### src/rtl/nn_training_sequencer.sv
// nn_training_sequencer
//   Drives the XOR training schedule for NeuralNetwork. Each run loads the
//   initial parameters, trains for EPOCHS passes over the samples 00,10,01,11,
//   then presents all four patterns with TestFlag high and scores the
//   predicted class against x^y.
// Ports
//   clk, reset          rising-edge clock, asynchronous active-low reset
//   start               1-cycle run request, ignored unless idle
//   predicted           NeuralNetwork classification output
//   x_input, y_input    sample presented to the network
//   write_en, read_en   NeuronRAM write / read phases
//   write_en1, read_en1 FP parameters -> RAM1, RAM1 -> BP network
//   write_en2, read_en2 BP parameters -> RAM2, RAM2 -> NeuronRAM
//   reset_value         1 = NeuronRAM loads initial parameters
//   TestFlag            inference-only test pass
//   busy, done          run in progress / 1-cycle end-of-run pulse
//   epoch_count         completed training epochs
//   test_correct        correctly classified test patterns (0..4)
//   test_pass           all four test patterns correct
module nn_training_sequencer #(
  parameter int unsigned PHASE_CYC  = 2,
  parameter int unsigned SETTLE_CYC = 12,
  parameter int unsigned EPOCHS     = 10000,
  parameter int unsigned EPOCH_W    = 14,
  parameter int unsigned TEST_HOLD  = 15
) (
  input  logic               clk,
  input  logic               reset,
  input  logic               start,
  input  logic [1:0]         predicted,
  output logic               x_input,
  output logic               y_input,
  output logic               write_en,
  output logic               read_en,
  output logic               write_en1,
  output logic               read_en1,
  output logic               write_en2,
  output logic               read_en2,
  output logic               reset_value,
  output logic               TestFlag,
  output logic               busy,
  output logic               done,
  output logic [EPOCH_W-1:0] epoch_count,
  output logic [2:0]         test_correct,
  output logic               test_pass
);

  typedef enum logic [3:0] {
    StIdle, StInitWrn, StInitRdn, StSettle, StWr1, StRd1, StWr2, StRd2,
    StWrn, StRdn, StTest, StDone
  } state_e;

  state_e      state_q;
  logic [15:0] cnt_q;
  logic [1:0]  pat_q;
  logic [15:0] hold_len;
  logic        hold_last;
  logic        hit;
  logic        last_epoch;
  logic [1:0]  pat_nxt;

  always_comb begin
    hold_len = 16'(PHASE_CYC);
    if (state_q == StSettle) begin
      hold_len = 16'(SETTLE_CYC);
    end else if (state_q == StTest) begin
      hold_len = 16'(TEST_HOLD);
    end
  end

  assign hold_last  = (cnt_q == hold_len - 16'd1);
  assign hit        = (predicted == {1'b0, x_input ^ y_input});
  assign pat_nxt    = pat_q + 2'd1;
  assign last_epoch = ((epoch_count + EPOCH_W'(1)) == EPOCH_W'(EPOCHS));

  always_ff @(posedge clk or negedge reset) begin
    if (!reset) begin
      state_q      <= StIdle;
      cnt_q        <= '0;
      pat_q        <= '0;
      x_input      <= 1'b0;
      y_input      <= 1'b0;
      write_en     <= 1'b0;
      read_en      <= 1'b0;
      write_en1    <= 1'b0;
      read_en1     <= 1'b0;
      write_en2    <= 1'b0;
      read_en2     <= 1'b0;
      reset_value  <= 1'b1;
      TestFlag     <= 1'b0;
      busy         <= 1'b0;
      done         <= 1'b0;
      epoch_count  <= '0;
      test_correct <= '0;
      test_pass    <= 1'b0;
    end else begin
      case (state_q)
        StIdle: begin
          if (start) begin
            state_q      <= StInitWrn;
            cnt_q        <= '0;
            pat_q        <= '0;
            busy         <= 1'b1;
            reset_value  <= 1'b1;
            write_en     <= 1'b1;
            epoch_count  <= '0;
            test_correct <= '0;
            test_pass    <= 1'b0;
          end
        end
        StDone: begin
          done    <= 1'b0;
          state_q <= StIdle;
        end
        default: begin
          if (!hold_last) begin
            cnt_q <= cnt_q + 16'd1;
          end else begin
            cnt_q <= '0;
            case (state_q)
              StInitWrn: begin
                write_en <= 1'b0;
                read_en  <= 1'b1;
                state_q  <= StInitRdn;
              end
              StInitRdn: begin
                read_en <= 1'b0;
                x_input <= 1'b0;
                y_input <= 1'b0;
                if (EPOCHS == 0) begin
                  TestFlag <= 1'b1;
                  state_q  <= StTest;
                end else begin
                  state_q <= StSettle;
                end
              end
              StSettle: begin
                write_en1 <= 1'b1;
                state_q   <= StWr1;
              end
              StWr1: begin
                write_en1 <= 1'b0;
                read_en1  <= 1'b1;
                state_q   <= StRd1;
              end
              StRd1: begin
                read_en1  <= 1'b0;
                write_en2 <= 1'b1;
                state_q   <= StWr2;
              end
              StWr2: begin
                write_en2 <= 1'b0;
                read_en2  <= 1'b1;
                state_q   <= StRd2;
              end
              StRd2: begin
                read_en2    <= 1'b0;
                write_en    <= 1'b1;
                reset_value <= 1'b0;
                state_q     <= StWrn;
              end
              StWrn: begin
                write_en <= 1'b0;
                read_en  <= 1'b1;
                state_q  <= StRdn;
              end
              StRdn: begin
                read_en <= 1'b0;
                pat_q   <= pat_nxt;
                x_input <= pat_nxt[0];
                y_input <= pat_nxt[1];
                state_q <= StSettle;
                if (pat_q == 2'd3) begin
                  epoch_count <= epoch_count + EPOCH_W'(1);
                  if (last_epoch) begin
                    TestFlag <= 1'b1;
                    state_q  <= StTest;
                  end
                end
              end
              StTest: begin
                // Score on the last hold cycle so the network has settled.
                if (hit && test_correct != 3'd4) begin
                  test_correct <= test_correct + 3'd1;
                end
                pat_q <= pat_nxt;
                if (pat_q == 2'd3) begin
                  test_pass <= ((test_correct + {2'b00, hit}) == 3'd4);
                  TestFlag  <= 1'b0;
                  x_input   <= 1'b0;
                  y_input   <= 1'b0;
                  busy      <= 1'b0;
                  done      <= 1'b1;
                  state_q   <= StDone;
                end else begin
                  x_input <= pat_nxt[0];
                  y_input <= pat_nxt[1];
                end
              end
              default: state_q <= StIdle;
            endcase
          end
        end
      endcase
    end
  end

endmodule

### config.mk
export PLATFORM = sky130hd
export DESIGN_NAME = nn_training_sequencer
export DESIGN_NICKNAME = d
export VERILOG_FILES = /design/src/rtl/nn_training_sequencer.sv
export SDC_FILE = /design/constraint.sdc
export NUM_CORES = 1
export LEC_CHECK = 0
export CAP_MARGIN = 20
export CORE_MARGIN = 5
export CORE_UTILIZATION = 43
export DETAILED_ROUTE_END_ITERATION = 10
export GPL_ROUTABILITY_DRIVEN = 0
export GPL_TIMING_DRIVEN = 1
export PLACE_DENSITY = 0.71
export SETUP_SLACK_MARGIN = 0.3
export SLEW_MARGIN = 20
export SYNTH_ARGS = -nofsm -noshare
export SYNTH_HDL_FRONTEND = slang
export SYNTH_SLANG_ARGS = --single-unit
### constraint.sdc
create_clock -name clk -period 5.7 [get_ports clk]
set_input_delay 1.14 -clock clk [delete_from_list [all_inputs] [get_ports clk]]
set_output_delay 1.14 -clock clk [all_outputs]
set_load 0.005 [all_outputs]
; ---- After elaboration in Yosys (flattened, before gate mapping)
; Index checks and enable logic that the tools add are counted.
[op_classes]
n_eq_ne = 22
bitwise = 4
n_mux = 58
add_sub_neg = 6
n_reduce_logical = 41
[ops]
columns = operator, count
row1 = 2-to-1 mux 14 bit, 4
row2 = 2-to-1 mux 16 bit, 3
row3 = one-hot mux 4 bit (10 select lines), 1
row4 = one-hot mux 16 bit (2 select lines), 1
row5 = nonzero test 2 bit, 16
row6 = one-hot mux 14 bit (2 select lines), 1
row7 = 2-to-1 mux 4 bit, 6
row8 = one-hot mux 1 bit (2 select lines), 12
row9 = AND reduction 3 bit, 7
row10 = 2-to-1 mux 1 bit, 18
row11 = adder 16 x 1 -> 16 bit (second input constant), 1
row12 = == test 16 bit, 1
row13 = == test 4 x 3 -> 1 bit (second input constant), 4
row14 = == test 4 bit (second input constant), 4
row15 = AND reduction 4 bit, 4
row16 = subtractor 16 x 1 -> 16 bit (second input constant), 1
row17 = AND reduction 5 bit, 3
row18 = adder 14 x 1 -> 14 bit (second input constant), 1
row19 = == test 14 bit (second input constant), 1
row20 = 2-to-1 mux 3 bit, 4
row21 = nonzero test 3 bit, 3
row22 = == test 4 x 2 -> 1 bit (second input constant), 2
row23 = one-hot mux 4 bit (2 select lines), 1
row24 = OR reduction 2 bit, 4
row25 = other kinds (21), 28
[word_totals]
regBits = 52
out_inout_bits = 30
wordCells = 149
input_bits = 5

; ---- Logic depth before layout (Yosys ltp)
[depth]
word_depth = 8
ltp_mapped = 8
depth_no_buf = 8

; ---- Least setup slack after synthesis
; No wires, ideal clock.
[synth_path]
path_type = input to register
from = in start
to = reg cnt_q[10]
required_ns = 5.579
path_slack_ns = 3.274
setup_time_ns = 0.121
path_buffers = 0
cell_stages = 6
arrival_ns = 2.305
cell_sequence = or4_1 a21oi_4 nor3b_1 nand3_1 xor2_1 nor2_1
[synth_via]
elab_chain_len = 2
[synth_rtl]
columns = item, line
row1 = "start, declared", 29  ; input logic start,
row2 = inequality test 2 bit (no line), --
row3 = AND reduction 2 bit (no line), --
row4 = "end signal, assigned", 117  ; cnt_q <= cnt_q + 16'd1;
row5 = "end, declared", 54  ; logic [15:0] cnt_q;
; Every way passes these cells.
; A chain may end at the register's enable or synchronous reset.

; ---- Final worst setup path
[layout_path]
from = reg state_q[0]
to = reg cnt_q[13]
[layout_via]
elab_chain_len = 7
elab_cells_between_ends = 13
cone_classes = 1 x add/sub / 5 x eq/ne / 4 x mux / 1 x bitwise / 2 x reduce/logical
[layout_rtl]
columns = item, line
row1 = "start, declared", 53  ; state_e state_q;
row2 = "start signal, assigned", 78  ; state_q <= StIdle;
row3 = "start signal, assigned", 100  ; state_q <= StInitWrn;
row4 = "start signal, assigned", 113  ; state_q <= StIdle;
row5 = == test 4 bit, 66  ; end else if (state_q == StTest) begin
row6 = 2-to-1 mux 4 bit, 66
row7 = 2-to-1 mux 16 bit, 64  ; if (state_q == StSettle) begin
row8 = subtractor 16 x 1 -> 16 bit, 71  ; assign hold_last = (cnt_q == hold_len - 16'd1);
row9 = == test 16 bit, 71
row10 = 2-to-1 mux 16 bit, 116  ; if (!hold_last) begin
row11 = one-hot mux 16 bit (2 select lines), 97  ; case (state_q)
; Several ways; a longest one is shown, not always the timed one.

==> impl_metrics.tcl <==
set metrics [dict create \
    core_area_um2 7250 \
    grt_pass1_vias 2686 \
    synth-seq-area-share 0.406 \
    swShare 0.234 \
    synthFlopType "dfrtp_1" \
    fin_skew_ns 0.0104 \
    seqCellArea_um2 1300 \
    synthTopCellsByCount "dfrtp_1, nand2_1, nor2_1, a21oi_1, xor2_1" \
    synth.area.top_cells "dfrtp_1, xor2_1, nand2_1" \
    wl_um 7250 \
    die_x_um 96.3 \
    holdWs_ns 0.515 \
    multi_input_area_um2 1770 \
    outcome "finished clean" \
    synth_top_area_frac 0.398 \
    syn_nets 359 \
    max_cap_violations 0 \
    synth_area_um2 3210 \
    first_iter_violations 147 \
    power_frac_comb 0.019 \
    min_path_type "reg2reg" \
    startpoint_type "flip-flop" \
    grt_usage 0.171 \
    ios 35 \
    diodes 0 \
    leakagePower_nw 1.44 \
    critPathMaxFanout 29 \
    postCtsSetupRepairBufs 0 \
    dp_hpwl_um 5010 \
    ctsHoldBuffers 0 \
    worst_pin_slew_ns 0.839 \
    cts_max_level 2 \
    min_period_over_period 0.557 \
    syn_avg_cell_area_um2 9.26 \
    grt_pass1_wl_um 12700 \
    dieArea_um2 9280 \
    synthCells 346 \
    vias 2673 \
    clock_path_buffers 2 \
    num_rows 31 \
    clock_sinks 52 \
    drive_gt1_frac 0.0887 \
    async_reset_ff_frac 1.00 \
    synth_edf_count 0 \
    critPathCaptureType "flip-flop" \
    ant_nets 0 \
    hold_viol 0 \
    antenna_found_initial 0 \
    power.switching_mw 0.140 \
    yosys_warnings 0 \
    grt_max_degree 53 \
    ys_types 68 \
    worst-setup-path-type "reg2reg" \
    start_util 0.442 \
    max_freq_ghz 0.315 \
    grt-ovfl-total 0 \
    clkTransAtPathRegs_ns 0.10 \
    p_total_mw 0.599 \
    numCtsBuffers 5 \
    finalCriticalPeriod_ns 3.17 \
    timing.slew.headroom 0.441 \
    synth_area_leader_cell "dfrtp_1" \
    cts-resized-gates 0 \
    drc_errors 0 \
    vias_per_cell 5.68 \
    power.internal_mw 0.459 \
    dp_cells 463 \
    cts_tree "yes" \
    io_buffers 34 \
    cp.arrival_ns 3.35 \
    clk_latency_ns 0.31 \
    vdd_drop_max_mv 0.0706 \
    critPathRequiredTime_ns 5.88 \
    synth-seq-cells 52 \
    postLayoutCellArea_um2 3680 \
    setup_violations 0 \
    final_nets 384 \
    yosysMostFrequentCell "dfrtp_1" \
    cts_root_buffer "clkbuf_8" \
    slew_viol_final 0 \
    clock_power_share 0.366 \
    rsz0062_at_grt "false" \
    wl_per_cell_um 15.4 \
    first_pass_iters 4 \
    num-fill-cells 684 \
    pwr-share-seq 0.615 \
    die_h_um 96.3 \
    p_per_area_nw_per_um2 163 \
    stdcell_count 471 \
    fin_setup_tns_ns 0 \
    place_area_um2 3590 \
    syn_to_final_growth_pct 14.8 \
]
-- power by group through the flow --
stage                     Sequential (mW)  Clock [mW]  Combinational [mW]
after floorplan                     0.376           0             0.00113
after detailed placement            0.376           0              0.0121
after global placement              0.376           0              0.0118
final                               0.369       0.220              0.0112
after global routing                0.369       0.244              0.0137
after CTS                           0.369       0.228              0.0122
-- cells by family after synthesis --
family,count (synthesis),synth area share
buffers and inverters,28,0.0402
AOI/OAI and AO/OA,80,0.176
adders and majority gates,8,0.0312
xor gates and xnor gates,24,0.0703
and+or+nand+nor,148,0.256
DFF,52,0.406
muxes,6,0.0199
-- layer usage --
layer / track usage / vias to the layer above / wire length, µm
met5: 0 / - / 0
met4: 0.0421 / 0 / 104
met3: 0.0438 / 9 / 405
met2: 0.278 / 60 / 3400
met1: 0.227 / 1286 / 3340
li1: - / 1318 / -
-- critical path: stages, from the launching register on --
cell and delay [ns]:
dfrtp_1 0.90, nor4bb_1 0.38, o2111ai_2 0.22, a21oi_2 0.64
nor2_1 0.14, nor2_1 0.64, nor2_1 0.12
-- through the flow --
step | worst slack, ns | utilization
5_1_grt | 2.19 | 0.508
2_1_floorplan | 3.27 | -
3_3_place_gp | 2.64 | 0.495
4_1_cts | 2.51 | 0.508
6_report | 2.53 | 0.508
3_5_place_dp | 2.53 | 0.495
-- cells in the final DEF (no fill, tap or decap), drive strengths merged, types with 2 or more instances in the layout --
| cell type | netlist | final |
|---|---|---|
| nor2b | 2 | 2 |
| a21oi | 20 | 20 |
| buf | 10 | 3 |
| and2 | 2 | 2 |
| mux2i | 3 | 3 |
| a21o | 2 | 2 |
| clkdlybuf4s50 | 0 | 33 |
| o21a | 2 | 2 |
| nand2b | 4 | 4 |
| nand2 | 39 | 39 |
| and3 | 3 | 3 |
| nor2 | 28 | 28 |
| xor2 | 17 | 17 |
| nor3b | 2 | 2 |
| nand3 | 17 | 17 |
| clkbuf | 8 | 5 |
| a22o | 4 | 4 |
| or3 | 2 | 2 |
| nor4 | 12 | 12 |
| dfrtp | 51 | 51 |
| o31ai | 5 | 5 |
| o2111ai | 2 | 2 |
| mux2 | 3 | 3 |
| nand4 | 10 | 10 |
| nor3 | 15 | 15 |
| a31oi | 7 | 7 |
| ha | 8 | 8 |
| and4 | 2 | 2 |
| inv | 10 | 10 |
| clkinvlp | 0 | 2 |
| xnor2 | 6 | 6 |
| a211oi | 2 | 2 |
| nand4b | 2 | 2 |
| o211ai | 2 | 2 |
| or4 | 2 | 2 |
| nor4b | 2 | 2 |
| o21ai | 20 | 20 |
-- registers in the layout, indices dropped and copies added (netlist names), 2 cells and up --
register      cells
cnt_q            16
state_q           4
pat_q             2
test_correct      3
epoch_count      14
-- area by class of cell --
cell class / instances / area share
clock buffer: 5 / 0.0187
sequential: 52 / 0.354
timing repair buffer: 36 / 0.0952
clock inverter: 3 / 0.00646
tap: 99 / 0.0337
inverter: 10 / 0.0102
multi-input combinational: 266 / 0.482
-- final timing paths --
| check | start | end | slack, ns | depth (start not counted) |
|---|---|---|---|---|
| setup / recovery | state_q[0] | cnt_q[13] | 2.53 | 6 |
| hold / removal | read_en1 | read_en1 | 0.51 | 2 |
| setup reg to reg | state_q[0] | cnt_q[13] | 2.53 | 6 |
| hold reg to reg | read_en1 | read_en1 | 0.51 | 2 |
| max in group asynchronous | reset | done | 4.33 | 2 |
| min in group asynchronous | reset | epoch_count[5] | 0.91 | 2 |
Note: power is estimated with default switching activity, not from simulation.
